$ cat src/rtl/hazard_scoreboard_if.sv
// rtl/hazard_scoreboard_if.sv - ID-side bundle between pipeline control and the hazard scoreboard
//
// Purpose: groups the decode-stage operand/destination fields, the pipeline
// hold/flush controls and the scoreboard's stall/forward/counter results.
// Ports (signals):
//   id_valid, id_rs1, id_rs1_used, id_rs2, id_rs2_used, id_rd, id_rd_wr,
//   id_is_load, pipe_hold, flush       : driven by pipeline control (master)
//   stall, fwd_rs1, fwd_rs2, stall_cnt : driven by the scoreboard (slave)
interface hazard_scoreboard_if #(
    parameter int PIPE_DEPTH = 4,
    parameter int CNT_W      = 32
);
    localparam int FW = $clog2(PIPE_DEPTH + 1);

    logic             id_valid;
    logic [4:0]       id_rs1;
    logic             id_rs1_used;
    logic [4:0]       id_rs2;
    logic             id_rs2_used;
    logic [4:0]       id_rd;
    logic             id_rd_wr;
    logic             id_is_load;
    logic             pipe_hold;
    logic             flush;
    logic             stall;
    logic [FW-1:0]    fwd_rs1;
    logic [FW-1:0]    fwd_rs2;
    logic [CNT_W-1:0] stall_cnt;

    modport master (
        output id_valid, id_rs1, id_rs1_used, id_rs2, id_rs2_used,
               id_rd, id_rd_wr, id_is_load, pipe_hold, flush,
        input  stall, fwd_rs1, fwd_rs2, stall_cnt
    );

    modport slave (
        input  id_valid, id_rs1, id_rs1_used, id_rs2, id_rs2_used,
               id_rd, id_rd_wr, id_is_load, pipe_hold, flush,
        output stall, fwd_rs1, fwd_rs2, stall_cnt
    );
endinterface

$ cat src/rtl/hazard_scoreboard.sv
// rtl/hazard_scoreboard.sv - tracked-scoreboard hazard unit for the ID stage
//
// Purpose: shifts {valid, rd, is_load} for each in-flight instruction from EX
// (entry 0) to WB (entry PIPE_DEPTH-1), matches the ID sources against it and
// produces the ID stall, forwarding selects and a saturating stall counter.
// Optional feature macro: HC_FORWARD_EN (forwarding; stall only on load-use).
// Ports:
//   clk  : clock
//   rst  : synchronous active-high reset
//   bus  : hazard_scoreboard_if.slave (ID fields, hold/flush in; stall, fwd, count out)
module hazard_scoreboard #(
    parameter int PIPE_DEPTH   = 4,
    parameter int FLUSH_STAGES = 1,
    parameter int LOAD_LAT     = 1,
    parameter int CNT_W        = 32
) (
    input  logic                  clk,
    input  logic                  rst,
    hazard_scoreboard_if.slave    bus
);
    localparam int FW = $clog2(PIPE_DEPTH + 1);

    logic [PIPE_DEPTH-1:0]      valid_q, valid_d;
    logic [PIPE_DEPTH-1:0]      load_q,  load_d;
    logic [PIPE_DEPTH-1:0][4:0] rd_q,    rd_d;
    logic [CNT_W-1:0]           cnt_q,   cnt_d;

    logic [PIPE_DEPTH-1:0] m1, m2;
    logic                  haz;
    logic                  stall;
    logic [FW-1:0]         fwd1, fwd2;
    logic                  push;

    // x0 never matches; an unused or invalid ID source never matches.
    always_comb begin
        for (int i = 0; i < PIPE_DEPTH; i++) begin
            m1[i] = valid_q[i] && (rd_q[i] != 5'd0) && (rd_q[i] == bus.id_rs1)
                    && bus.id_rs1_used && bus.id_valid;
            m2[i] = valid_q[i] && (rd_q[i] != 5'd0) && (rd_q[i] == bus.id_rs2)
                    && bus.id_rs2_used && bus.id_valid;
        end
    end

`ifdef HC_FORWARD_EN
    logic          hit1, hit2, ld1, ld2;
    logic [FW-1:0] idx1, idx2;

    // Scan oldest to youngest so the lowest matching index wins.
    always_comb begin
        hit1 = 1'b0; idx1 = '0; ld1 = 1'b0;
        hit2 = 1'b0; idx2 = '0; ld2 = 1'b0;
        for (int i = PIPE_DEPTH - 1; i >= 0; i--) begin
            if (m1[i]) begin
                hit1 = 1'b1; idx1 = i[FW-1:0]; ld1 = load_q[i];
            end
            if (m2[i]) begin
                hit2 = 1'b1; idx2 = i[FW-1:0]; ld2 = load_q[i];
            end
        end
        // Only a load whose data is not yet available forces a stall.
        haz = (hit1 && ld1 && (int'(idx1) < LOAD_LAT))
           || (hit2 && ld2 && (int'(idx2) < LOAD_LAT));
        fwd1 = '0;
        fwd2 = '0;
        if (!bus.flush && !haz) begin
            fwd1 = hit1 ? idx1 + FW'(1) : '0;
            fwd2 = hit2 ? idx2 + FW'(1) : '0;
        end
    end
`else
    logic unused_cfg;

    assign haz  = (|m1) || (|m2);
    assign fwd1 = '0;
    assign fwd2 = '0;
    // The load flag is still tracked so the port-level behaviour is identical.
    assign unused_cfg = (^load_q) ^ (LOAD_LAT > 0);
`endif

    assign stall = haz && !bus.flush;
    assign push  = bus.id_valid && !stall && !bus.flush && bus.id_rd_wr
                   && (bus.id_rd != 5'd0);

    always_comb begin
        valid_d = valid_q;
        rd_d    = rd_q;
        load_d  = load_q;
        cnt_d   = cnt_q;
        if (!bus.pipe_hold) begin
            valid_d[0] = push;
            rd_d[0]    = push ? bus.id_rd : 5'd0;
            load_d[0]  = push && bus.id_is_load;
            for (int i = 1; i < PIPE_DEPTH; i++) begin
                // Instructions younger than the resolving branch become bubbles.
                if (bus.flush && (i <= FLUSH_STAGES)) begin
                    valid_d[i] = 1'b0;
                    rd_d[i]    = 5'd0;
                    load_d[i]  = 1'b0;
                end else begin
                    valid_d[i] = valid_q[i-1];
                    rd_d[i]    = rd_q[i-1];
                    load_d[i]  = load_q[i-1];
                end
            end
            if (stall && (cnt_q != {CNT_W{1'b1}}))
                cnt_d = cnt_q + 1'b1;
        end else if (bus.flush) begin
            // Held pipeline: kill the young stages where they sit.
            for (int i = 0; i < FLUSH_STAGES; i++) begin
                valid_d[i] = 1'b0;
                rd_d[i]    = 5'd0;
                load_d[i]  = 1'b0;
            end
        end
    end

    always_ff @(posedge clk) begin
        if (rst) begin
            valid_q <= '0;
            rd_q    <= '0;
            load_q  <= '0;
            cnt_q   <= '0;
        end else begin
            valid_q <= valid_d;
            rd_q    <= rd_d;
            load_q  <= load_d;
            cnt_q   <= cnt_d;
        end
    end

    assign bus.stall     = stall;
    assign bus.fwd_rs1   = fwd1;
    assign bus.fwd_rs2   = fwd2;
    assign bus.stall_cnt = cnt_q;
endmodule
$ cat src/flat_wrapper.sv
// flat-port wrapper written by rule: the top's interface ports become plain ports
module hazard_scoreboard_flat 
#(
    parameter int PIPE_DEPTH   = 4,
    parameter int FLUSH_STAGES = 1,
    parameter int LOAD_LAT     = 1,
    parameter int CNT_W        = 32
)
  (clk, rst, bus_id_valid, bus_id_rs1, bus_id_rs1_used, bus_id_rs2, bus_id_rs2_used, bus_id_rd, bus_id_rd_wr, bus_id_is_load, bus_pipe_hold, bus_flush, bus_stall, bus_fwd_rs1, bus_fwd_rs2, bus_stall_cnt);
  hazard_scoreboard_if #(.PIPE_DEPTH(PIPE_DEPTH), .CNT_W(CNT_W)) bus_i ();
  input  logic clk;
  input  logic rst;
  input wire logic [$bits(bus_i.id_valid)-1:0] bus_id_valid;
  input wire logic [$bits(bus_i.id_rs1)-1:0] bus_id_rs1;
  input wire logic [$bits(bus_i.id_rs1_used)-1:0] bus_id_rs1_used;
  input wire logic [$bits(bus_i.id_rs2)-1:0] bus_id_rs2;
  input wire logic [$bits(bus_i.id_rs2_used)-1:0] bus_id_rs2_used;
  input wire logic [$bits(bus_i.id_rd)-1:0] bus_id_rd;
  input wire logic [$bits(bus_i.id_rd_wr)-1:0] bus_id_rd_wr;
  input wire logic [$bits(bus_i.id_is_load)-1:0] bus_id_is_load;
  input wire logic [$bits(bus_i.pipe_hold)-1:0] bus_pipe_hold;
  input wire logic [$bits(bus_i.flush)-1:0] bus_flush;
  output wire logic [$bits(bus_i.stall)-1:0] bus_stall;
  output wire logic [$bits(bus_i.fwd_rs1)-1:0] bus_fwd_rs1;
  output wire logic [$bits(bus_i.fwd_rs2)-1:0] bus_fwd_rs2;
  output wire logic [$bits(bus_i.stall_cnt)-1:0] bus_stall_cnt;
  assign bus_i.id_valid = bus_id_valid;
  assign bus_i.id_rs1 = bus_id_rs1;
  assign bus_i.id_rs1_used = bus_id_rs1_used;
  assign bus_i.id_rs2 = bus_id_rs2;
  assign bus_i.id_rs2_used = bus_id_rs2_used;
  assign bus_i.id_rd = bus_id_rd;
  assign bus_i.id_rd_wr = bus_id_rd_wr;
  assign bus_i.id_is_load = bus_id_is_load;
  assign bus_i.pipe_hold = bus_pipe_hold;
  assign bus_i.flush = bus_flush;
  assign bus_stall = bus_i.stall;
  assign bus_fwd_rs1 = bus_i.fwd_rs1;
  assign bus_fwd_rs2 = bus_i.fwd_rs2;
  assign bus_stall_cnt = bus_i.stall_cnt;
  hazard_scoreboard #(.PIPE_DEPTH(PIPE_DEPTH), .FLUSH_STAGES(FLUSH_STAGES), .LOAD_LAT(LOAD_LAT), .CNT_W(CNT_W)) u_core (.clk(clk), .rst(rst), .bus(bus_i));
endmodule
$ cat config.mk
export PLATFORM = sky130hd
export DESIGN_NAME = hazard_scoreboard_flat
export DESIGN_NICKNAME = d
export VERILOG_FILES = /design/src/rtl/hazard_scoreboard_if.sv /design/src/rtl/hazard_scoreboard.sv /design/src/flat_wrapper.sv
export SDC_FILE = /design/constraint.sdc
export NUM_CORES = 1
export LEC_CHECK = 0
export ABC_AREA = 1
export CORE_MARGIN = 5
export CORE_UTILIZATION = 56
export CTS_CLUSTER_SIZE = 10
export DETAILED_ROUTE_END_ITERATION = 6
export PLACE_DENSITY = 0.84
export SETUP_SLACK_MARGIN = 0.05
export SLEW_MARGIN = 40
export SYNTH_ARGS = -nofsm -noshare
export SYNTH_HDL_FRONTEND = slang
export SYNTH_SLANG_ARGS = --single-unit
$ cat constraint.sdc
create_clock -name clk -period 2.7 [get_ports clk]
set_input_delay 0.54 -clock clk [delete_from_list [all_inputs] [get_ports clk]]
set_output_delay 0.54 -clock clk [all_outputs]
set_load 0.02 [all_outputs]
==> results.toml, run 1 <==
[clock_tree]
root_buffer = "clkbuf_8"
cts_buffer_depth = 2
cts.sinks = 56
htreeDepth = 2
clkTransAtPathRegs_ps = 110
clock_latency_ps = 320
cts_hold_buf = 0
cts_tree = "done"
cts_setup_buffers = 0
numCtsBuffers = 5

[global_route]
antenna_found_initial = 0
grt_start_max_net_pins = 40
grt_pass1_vias = 3793
grt_pass1_wl_um = 18200
overflow = 0
gr-usage-all-layers = 0.261

[worst_setup_path]
setup.worst_path.end = "bus_stall"
critPathCaptureType = "primary output"
worstRegToRegCells = 12
cp_max_fo = 4
timing.rr.start = "u_core.bus.stall_cnt[1]"
r2r_slack_ps = 260
critPathRequiredTime_ps = 2160
cp-startpoint = "bus_id_rs2[2]"
r2r-end = "u_core.bus.stall_cnt[0]"
arrival_ps = 2110
crit_type = "in2out"
critPathLaunchType = "input pin"

[placement]
hpwl_um = 8250
place.gp.congestion = 1.02
port_buffers = 55

[routing]
drcViolationCount = 0
firstDrtPassIters = 7
wl_per_cell_um = 15.1
ant_nets = 0
via_count = 4072
first_iter_violations = 312
wl_um = 10900
viasPerCell = 5.61

[sta]
tightest_slew_ps = 504
hold_viol = 0
fin_crit_sh = 0.981
grt_setup_unrepaired = "true"
min_period_ps = 2650
fin_hold_ws_ps = 517
slew_viol_final = 0
max-slew-margin-rel = 0.662
finClkSkew_ps = 6.22
maxClockFrequency_ghz = 0.377
setup_tns_ps = 0
setup_viol = 0

[pwr]
power.total_mw = 1.60
leakage_nw = 1.76
peakVddDrop_v = 0.000274
cellPowerDensity_nw_per_um2 = 355

[synthesis]
ys_seq_area_frac = 0.304
avgSynthCellArea_um2 = 6.26
yosysWarnings = 0
synth_cell_types = 27
synth_edf_count = 0
synth_ff_type = "dfxtp_1"
synthesis.area_um2 = 3690
synth_top_area_frac = 0.304
synthArstFlopShare = 0
synth_cells = 589
synth_area_leaders = "dfxtp_1 30%, nand2_1 18%, a21oi_1 7.2%"
yosys.area.top_type = "dfxtp_1"
yosysMostFrequentCell = "nand2_1"
synthTopCellsByCount = "180 x nand2_1, 65 x nor2_1, 56 x dfxtp_1, 53 x a21oi_1, 50 x inv_1"
ys_ff_latch = 56

[floorplan]
boundaryPins = 63
rows = 29
core-area_um2 = 6390
die_h_um = 91.2
dieArea_um2 = 8310
start_util = 0.578
fp.dieW_um = 91.2

[worst_hold_path]
hp-class = "reg2reg"

[layout]
nets = 673
drive_above_1_share = 0.0724
syn_to_final_growth_pct = 22.0
fillers = 589
diodes = 0
fin_util = 0.705

[run_status]
status = "complete, no violations"

[run]
drv_cap = 0
-- cells by family (layout without fill, tap and decap cells) --
group / after synthesis / in the layout / synth area share
AOI/OAI and AO/OA: 77 / 77 / 0.110
and+or+nand+nor: 333 / 333 / 0.390
adders and majority gates: 1 / 1 / 0.00339
DFF: 56 / 56 / 0.304
xor gates and xnor gates: 41 / 41 / 0.0974
buffers and inverters: 80 / 135 / 0.0946
other: 1 / 6 / 0.00102
-- metrics by stage --
| step | worst slack, ps | cells | cell area, um^2 |
|---|---|---|---|
| 2_1_floorplan | 701 | 594 | 3710 |
| 3_3_place_gp | -407 | 718 | 4380 |
| 3_5_place_dp | -404 | 718 | 4380 |
| 4_1_cts | 68.2 | 726 | 4480 |
| 5_1_grt | -52.6 | 726 | 4500 |
| 6_report | 50.8 | 726 | 4500 |
-- flip-flops by register name, summed over array words and instances, names as in the netlist --
| register | flops |
|---|---|
| u_core.valid_q | 4 |
| u_core.rd_q | 20 |
| u_core.bus.stall_cnt | 32 |
-- power breakdown --
group          switching [mW]  internal [mW]  leakage (nW)
logic                   0.144         0.0958          1.26
clock network           0.311          0.187        0.0485
registers              0.0173          0.843         0.455
total                   0.472           1.13          1.76
-- worst min path at each step --
stage                     cells after the start                        to                      from
after floorplan                               2         u_core.valid_q[3]         u_core.valid_q[3]
final                                         2  u_core.bus.stall_cnt[26]  u_core.bus.stall_cnt[26]
after global routing                          2  u_core.bus.stall_cnt[26]  u_core.bus.stall_cnt[26]
after detailed placement                      2  u_core.bus.stall_cnt[26]  u_core.bus.stall_cnt[26]
after global placement                        2  u_core.bus.stall_cnt[26]  u_core.bus.stall_cnt[26]
after CTS                                     2  u_core.bus.stall_cnt[26]  u_core.bus.stall_cnt[26]
-- area by class of cell --
class	count	area, um^2	area share
tap	77	96.3	0.0214
inverter	51	191	0.0425
sequential	56	1120	0.249
multi-input combinational	458	2270	0.503
timing repair buffer	76	736	0.163
clock buffer	5	68.8	0.0153
clock inverter	3	22.5	0.00500
-- per-layer routing --
metal  share of wire  vias to the layer above  track usage
met5               0                        -            0
met2            0.43                      166        0.392
met3           0.075                        9       0.0488
met1            0.48                     1875        0.390
met4          0.0093                        0       0.0501
li1                -                     2022            -
-- critical path: stages --
cell	delay, ps
clkdlybuf4s50_1	560
inv_1	100
nand2_1	70
nand2_1	50
nor2_1	100
nand3_1	90
nor2_2	120
nor2_1	60
nand2_1	70
nand2_1	70
a21oi_2	130
buf_4	150
-- repair_timing --
item,in CTS,in global routing
cloned,0,0
setup endpoints to repair,1,30
resized for setup,8,9
pin swaps,0,1
-- cell usage in the layout, fill, tap and decap left out, drive strengths merged, types with 21 or more instances in the layout --
master	synthesis	final
nand2	181	181
nor2	67	67
dfxtp	56	56
a21oi	54	54
clkdlybuf4s50	0	52
inv	51	52
nand4	39	39
nand3	29	29
buf	15	22
xor2	21	21
Note: power is estimated with default switching activity, not from simulation.
==> run 2, diff against run 1 <==
CTS_CLUSTER_DIAMETER = 30   (was not set)
==> results of run 2 <==
Same layout as run 1: the final DEF is identical, and so are final timing and power.
